`src/rtl/apb_uart_rx_fifo_slave.sv`:
```
// APB slave front-end for the UART receiver.
// Captures words from the rcv_block into an RX FIFO. It also holds sticky error
// flags, the bit_period and data_size configuration, and a registered level
// interrupt.
//
// Ports:
//   clk, rst            - clock, synchronous active-high reset
//   rx_data, data_ready - word and valid strobe from the receiver
//   overrun_error,
//   framing_error       - receiver error levels (latched into sticky flags)
//   psel..pwdata        - APB request (zero wait states)
//   prdata, pslverr     - APB response, combinational during the access phase
//   data_read           - one-cycle acknowledge back to the receiver
//   data_size,
//   bit_period          - receiver configuration
//   irq                 - level interrupt (not_empty and/or any error)
module apb_uart_rx_fifo_slave #(
  parameter int DEPTH    = 8,
  parameter int DATA_W   = 8,
  parameter int BP_W     = 14,
  parameter int BP_RESET = 10,
  parameter int DS_RESET = 8
) (
  input  logic              clk,
  input  logic              rst,
  input  logic [DATA_W-1:0] rx_data,
  input  logic              data_ready,
  input  logic              overrun_error,
  input  logic              framing_error,
  input  logic              psel,
  input  logic              penable,
  input  logic              pwrite,
  input  logic [2:0]        paddr,
  input  logic [7:0]        pwdata,
  output logic [7:0]        prdata,
  output logic              pslverr,
  output logic              data_read,
  output logic [3:0]        data_size,
  output logic [BP_W-1:0]   bit_period,
  output logic              irq
);

  localparam int AW = $clog2(DEPTH);

  typedef enum logic {IDLE, ACK} state_t;
  state_t state, state_n;

  logic [DATA_W-1:0] mem [DEPTH];
  logic [AW-1:0]     wr_ptr, rd_ptr;
  logic [AW:0]       count, count_n;
  logic [2:0]        err, err_n;       // {fifo_overflow, overrun, framing}
  logic [1:0]        irq_en, irq_en_n;
  logic [BP_W-1:0]   bit_period_n;
  logic [3:0]        data_size_n;

  logic access, wr_acc, rd_acc, ro_wr;
  logic empty, full, cap, push, pop, ovf;

  assign access = psel & penable;
  assign wr_acc = access & pwrite;
  assign rd_acc = access & ~pwrite;
  assign ro_wr  = wr_acc & ((paddr == 3'd0) | (paddr == 3'd5) | (paddr == 3'd6));

  assign empty = (count == '0);
  assign full  = (count == (AW+1)'(DEPTH));

  // A pop on the same edge frees a slot, so a push into a full FIFO still lands.
  assign pop  = rd_acc & (paddr == 3'd6) & ~empty;
  assign cap  = (state == IDLE) & data_ready;
  assign push = cap & (~full | pop);
  assign ovf  = cap & full & ~pop;

  assign count_n = count + (AW+1)'(push) - (AW+1)'(pop);

  // Capture FSM: the ACK cycle masks data_ready, so each word is taken once.
  always_comb begin
    state_n   = state;
    data_read = 1'b0;
    case (state)
      IDLE: if (data_ready) state_n = ACK;
      ACK: begin
        data_read = 1'b1;
        state_n   = IDLE;
      end
      default: state_n = IDLE;
    endcase
  end

  // Register next-state values.
  always_comb begin
    err_n        = err;
    irq_en_n     = irq_en;
    bit_period_n = bit_period;
    data_size_n  = data_size;
    if (wr_acc) begin
      case (paddr)
        3'd1: err_n = err & ~pwdata[2:0];
        3'd2: bit_period_n[7:0] = pwdata;
        3'd3: bit_period_n = {pwdata[BP_W-9:0], bit_period[7:0]};
        3'd4: data_size_n = pwdata[3:0];
        3'd7: irq_en_n = pwdata[1:0];
        default: ;
      endcase
    end
    // Applied after the clear so a new error on the same edge wins.
    err_n = err_n | {ovf, overrun_error, framing_error};
  end

  // APB read mux and error response.
  always_comb begin
    prdata = 8'h00;
    if (rd_acc) begin
      case (paddr)
        3'd0: prdata = {6'b0, full, ~empty};
        3'd1: prdata = {5'b0, err};
        3'd2: prdata = bit_period[7:0];
        3'd3: prdata = 8'(bit_period[BP_W-1:8]);
        3'd4: prdata = {4'b0, data_size};
        3'd5: prdata = 8'(count);
        3'd6: prdata = empty ? 8'h00 : 8'(mem[rd_ptr]);
        3'd7: prdata = {6'b0, irq_en};
        default: prdata = 8'h00;
      endcase
    end
  end

  assign pslverr = ro_wr | (rd_acc & (paddr == 3'd6) & empty);

  // FIFO storage is left unreset; the pointers and count define validity.
  always_ff @(posedge clk) begin
    if (push) mem[wr_ptr] <= rx_data;
  end

  always_ff @(posedge clk) begin
    if (rst) begin
      state      <= IDLE;
      wr_ptr     <= '0;
      rd_ptr     <= '0;
      count      <= '0;
      err        <= '0;
      irq_en     <= '0;
      bit_period <= BP_W'(BP_RESET);
      data_size  <= 4'(DS_RESET);
      irq        <= 1'b0;
    end else begin
      state      <= state_n;
      count      <= count_n;
      err        <= err_n;
      irq_en     <= irq_en_n;
      bit_period <= bit_period_n;
      data_size  <= data_size_n;
      if (push) wr_ptr <= wr_ptr + 1'b1;
      if (pop)  rd_ptr <= rd_ptr + 1'b1;
      irq <= (irq_en_n[0] & (count_n != '0)) | (irq_en_n[1] & (|err_n));
    end
  end

endmodule

```
`config.mk`:
```
export PLATFORM = sky130hd
export DESIGN_NAME = apb_uart_rx_fifo_slave
export DESIGN_NICKNAME = d
export VERILOG_FILES = /design/src/rtl/apb_uart_rx_fifo_slave.sv
export SDC_FILE = /design/constraint.sdc
export NUM_CORES = 1
export LEC_CHECK = 0
export CAP_MARGIN = 20
export CORE_MARGIN = 3
export CORE_UTILIZATION = 55
export DETAILED_ROUTE_END_ITERATION = 6
export PLACE_DENSITY = 0.84
export SYNTH_ARGS = -nofsm -noshare
export SYNTH_HDL_FRONTEND = slang
export SYNTH_SLANG_ARGS = --single-unit
```
`constraint.sdc`:
```
create_clock -name clk -period 5.2 [get_ports clk]
set_input_delay 1.56 -clock clk [delete_from_list [all_inputs] [get_ports clk]]
set_output_delay 1.56 -clock clk [all_outputs]
set_load 0.02 [all_outputs]
```
* Word level (Yosys, flattened, before mapping)
Memory sizes are Yosys's and may differ from the RTL's. A register that Yosys moved wholly into a read port is not among the register bits.
Cells that the tools add are included.
** Word-level totals
- Bits in registers :: 35
- Memory bits (writable) :: 64
- Memories :: 1
** Memories
- mem :: words 8, width 8, read ports 1, clocked after memory_dff 1, wr ports 1, RTL line 48 : logic [DATA_W-1:0] mem [DEPTH];
** Cells by class
- $add $sub $neg :: 4
- Eq/ne operators :: 8
- Multiplexer cells :: 14
- Bitwise operators :: 26
- Reduce and logical (&&, ||, !) cells :: 7
** Operators with widths (count)
- 8-bit one-hot mux with 8 select lines :: 1
- 8-bit 2-to-1 mux :: 2
- 1-bit AND :: 13
- 3-bit == test, second input constant :: 4
- 3-bit 2-to-1 mux :: 4
- 3-bit by 1-bit adder with 3-bit output, second input constant :: 2
- 3-bit by 2-bit == test with 1-bit output, second input constant :: 2
- 2-bit AND reduction :: 3
- 1-bit inverter :: 5
- 1-bit OR :: 5
- 4-bit by 1-bit adder with 4-bit output :: 1
- 4-bit == test, second input constant :: 1
- 4-bit zero test :: 1
- 1-bit 2-to-1 mux :: 4
- 2-bit 2-to-1 mux :: 2
- 4-bit nonzero test :: 1
- 4-bit by 1-bit subtractor with 4-bit output :: 1
- 3-bit AND :: 1
- 3-bit by 1-bit == test with 1-bit output, second input constant :: 1
- 3-bit zero test :: 1
- 3-bit inverter :: 1
- 3-bit OR :: 1
- 3-bit OR reduction :: 1
- 1-bit one-hot mux with 2 select lines :: 1

* Depth between registers and ports, before layout
- Word-level depth :: 11
- Gate-level depth with buffers :: 13
- Depth with buffers taken out :: 12

* Worst setup path before layout
No wires, ideal clock.
- Path type :: input-to-output
- Start point :: input paddr[2]
- End point :: output prdata[3]
- Arrival :: 2.800 ns
- Data required time :: 3.640 ns
- Slack :: 0.840 ns
- Stages :: 4
- Cell sequence :: clkbuf_1 clkbuf_1 nand4_1 o21ai_0
** Between the ends
- Cells in the longest elaborated chain, start to end :: 3
** RTL lines
- start, declared :: RTL line 33 : input logic [2:0] paddr,
- 3-bit == test (tied with other cells) :: RTL line 113 : case (paddr)
- 8-bit one-hot mux with 8 select lines (*) :: RTL line 113
- 8-bit 2-to-1 mux (*) :: RTL line 112 : if (rd_acc) begin
- end, declared :: RTL line 35 : output logic [7:0] prdata,
Every way passes the cells marked *; elsewhere a longest branch is shown, timed or not.

* Worst setup path in the final report
- Start point :: input paddr[0]
- End point :: output prdata[1]
Same word-level chain as after synthesis.

==> summary.md <==
| Metric | Value |
|---|---|
| Clock Tree Buf Depth | `2` |
| Hold Path Class | `flip-flop to flip-flop` |
| Worst skew pair latency | `~0.38 ns` |
| Skew final | `0.0135 ns` |
| Post-DP HPWL | `6.71 mm` |
| Final core occ | `a little under three quarters` |
| Worst-path cell chain | `clkdlybuf4s50_1 > nand2b_1 > nor2_1 > a21oi_1 > o21ai_0 > a21oi_1 > clkdlybuf4s50_1` |
| Cell-internal power | `0.00119 W` |
| Initial core utilization | `58.4%` |
| # H-tree levels | `3` |
| RSZ-0062 raised after global routing | `no` |
| Finished Layout Cells | `498` |
| Nets@finish | `429` |
| Synth unique cells | `46` |
| Dpl ws | `-0.0485 ns` |
| Core box area | `about 0.0075 mm^2` |
| WS Path Type | `primary input to output port` |
| WHS | `0.519 ns` |
| Routed wire length | `slightly above 9 mm` |
| Seq/Total Area, Yosys | `~61%` |
| Main synth FF type | `edfxtp_1` |
| Actual slew at the worst max-slew pin | `between 0.7 and 0.8 ns` |
| Filler instances | `498` |
| Critical Path RT | `3.64 ns` |
| Critical Path AT | `3.51 ns` |
| Synthesized cell area | `0.00437 mm^2` |
| Sink Count | `102` |
| Cell count after placement | `481` |
| Area grow syn2layout | `22.7%` |
| Post-Syn Instances | `321` |
| GRT Util Overall | `between 20% and 30%` |
| Vias per cell | `5.69` |
| CP peak stage delay | `0.62 ns` |
| Logic pwr share | `between 10% and 20%` |
| DRC | `0` |
| Area leader, netlist | `edfxtp_1` |
| Max Freq | `197 MHz` |
| Clk network pwr share | `30.0%` |
| Yosys Warn Count | `0` |
| Final ANT Viol Nets | `0` |
| Crit Path Max Fanout | `7` |
| I/O Buffers | `55` |
| 1st-iter DRT viols | `130` |
| Antenna violations before repair | `0` |
| Die area | `0.00905 mm^2` |
| Vias in the first global route | `2,764` |
| Number of enable flip-flop cells after synthesis | `64` |
| Synth top area share | `44.0%` |
| Outcome | `finished clean` |
| Avg Inst Size Synth | `13.6 um^2` |
| Total power | `about 0.0016 W` |
| Switching share of power | `26.8%` |
| Final WS setup | `0.126 ns` |
| GPL Wtd Cong | `0.911` |
| Row count | `31` |
| Pwr per Cell Area | `between 300 and 400 mW/mm^2` |
| Synth Net Count | `356` |
| Leak Pwr | `1.82 nW` |
| Max-Cap Viols | `0` |
| # hold bufs at CTS | `0` |
| GR Overflow Total | `0` |
| Min Clock Period, post-route | `about 5.1 ns` |
| #FFs+latches synth | `between 100 and 150` |
| Io pins | `56` |
| Final hold vios | `0` |
| CP delay by family, top | `buffers and inverters` |
| Final setup fails | `0` |
| Slowest CP cell | `clkdlybuf4s50_1` |
| First-pass GRT wire length | `14.5 mm` |
| Relative slew slack | `48.1%` |
| Pins over their slew limit | `0` |
| TritonCTS Buffers | `9` |
| Die height | `95.1 um` |
| Via Count | `2,832` |
| Clk Tree Root Cell | `clkbuf_8` |
| P_sw | `around 0.00044 W` |
| Flop pwr share | `56.3%` |
| Die width | `around 95 um` |
| Worst setup SP type | `primary input` |
| VDD IR max | `roughly 0.00027 V` |
| Final period util | `between 90 and 100%` |
| WP buf/inv | `2` |
| Largest net degree at the start of global routing | `22` |
| Ranking of synthesized cells by area | `edfxtp_1 44%, dfxtp_1 17%, mux4_2 8.2%` |
| Worst-path clk slew | `roughly 0.10 ns` |
| Antenna diodes | `0` |
| CTS tree | `done` |
| Crit end category | `output port` |
| Share of post-route cells with drive strength above 1 | `17.5%` |
| Async SR Flop Fraction | `0%` |
| First-pass DRT Iterations | `4` |
| Wire per inst | `18.4 um` |
==> layout make-up <==
type | instances | area [um^2] | area share [%]
Sequential cell | 102 | 2680 | 50.0
Multi-Input combinational cell | 198 | 1600 | 29.9
Timing Repair Buffer | 78 | 726 | 13.5
Clock buffer | 9 | 124 | 2.31
Tap cell | 99 | 124 | 2.31
Clock inverter | 7 | 83.8 | 1.56
Inverter | 5 | 18.8 | 0.350
==> repair_timing <==
| item | CTS | global route |
|---|---|---|
| endpoints found under the setup margin | 5 | 4 |
| cloned | 0 | 0 |
| pin swaps | 0 | 1 |
| gates resized for setup | 3 | 5 |
| buffers inserted | 0 | 1 |
==> synth_stat cells (3+ instances only) <==
cell	number
xnor2_1	3
mux2i_1	27
a21oi_1	11
buf_2	5
o22ai_1	3
nand3_1	3
a22oi_1	3
nor2_1	37
inv_1	5
edfxtp_1	64
o21ai_0	13
nand2_1	17
nor2b_1	7
dfxtp_1	38
mux2_2	5
ha_1	7
clkbuf_1	7
a211o_1	3
nand2b_1	7
mux4_2	16
nand4_1	3
buf_1	3
nor3_1	5
==> per-stage QoR <==
step	setup TNS [ns]	area, um^2
2_1_floorplan	0	4370
3_3_place_gp	-0.0198	5130
5_1_grt	0	5360
6_report	0	5360
3_5_place_dp	-0.150	5130
4_1_cts	0	5340
==> tightest hold or removal path: cells and delay by family, from the launching register on <==
| family | cells | cell delay [ns] |
|---|---|---|
| and+or+nand+nor | 1 | 0.07 |
| xor gates and xnor gates | 1 | 0.08 |
| DFF | 1 | 0.34 |
==> cell families (layout without fill, tap and decap cells) <==
| kind of cell | after synthesis | in the layout | synth area share, % |
|---|---|---|---|
| adder cells (fa/ha/maj) | 8 | 8 | 2.46 |
| AO/OA/AOI/OAI | 42 | 42 | 6.30 |
| buffers and inverters | 21 | 99 | 2.12 |
| flip-flops | 102 | 102 | 61.4 |
| AND/OR/NAND/NOR | 95 | 95 | 11.0 |
| multiplexers | 48 | 48 | 15.7 |
| XOR/XNOR | 5 | 5 | 1.00 |
==> registers in the layout (all words and copies together) (netlist names), 2 cells and up, named ones only <==
register,count
err,3
data_size,4
count,4
rd_ptr,3
mem,64
wr_ptr,3
irq_en,2
bit_period,14
==> placed cells by master, fill, tap and decap left out, drive strengths merged, types with 2 or more instances in the layout <==
cell           count
a211o              3
a21oi             11
a22o               2
a22oi              3
buf               23
clkbuf             9
clkdlybuf4s50     51
clkinv             5
dfxtp             38
dlygate4sd2        2
dlymetal6s2s       2
edfxtp            64
ha                 7
inv                7
mux2               5
mux2i             27
mux4              16
nand2             17
nand2b             7
nand3              3
nand3b             2
nand4              3
nor2              39
nor2b              7
nor3               6
nor4               2
o21ai             13
o22ai              3
o32ai              2
or3                2
xnor2              3
xor2               2
==> power groups by stage <==
| stage | sequential [W] | clock (W) | combinational, W |
|---|---|---|---|
| final | 0.000917 | 0.000488 | 0.000225 |
| after CTS | 0.000917 | 0.000499 | 0.000222 |
| after global placement | 0.000932 | 0 | 0.000215 |
| after floorplan | 0.000929 | 0 | 0.000141 |
| after detailed placement | 0.000936 | 0 | 0.000221 |
| after global routing | 0.000920 | 0.000526 | 0.000248 |
==> metal layers <==
layer	share of wire, %	GRT usage [%]
met1	41	26.2
met2	52	38.0
met3	5.6	5.29
met4	1.4	7.09
met5	0	0
==> final timing paths <==
kind,startpoint,to,slack [ns],depth (start not counted)
setup / recovery,paddr[0],prdata[1],0.13,7
hold / removal,rd_ptr[2],flip-flop,0.52,2
setup reg to reg,count[2],irq,2.07,12
hold reg to reg,rd_ptr[2],flip-flop,0.52,2
Note: power is estimated with default switching activity, not from simulation.
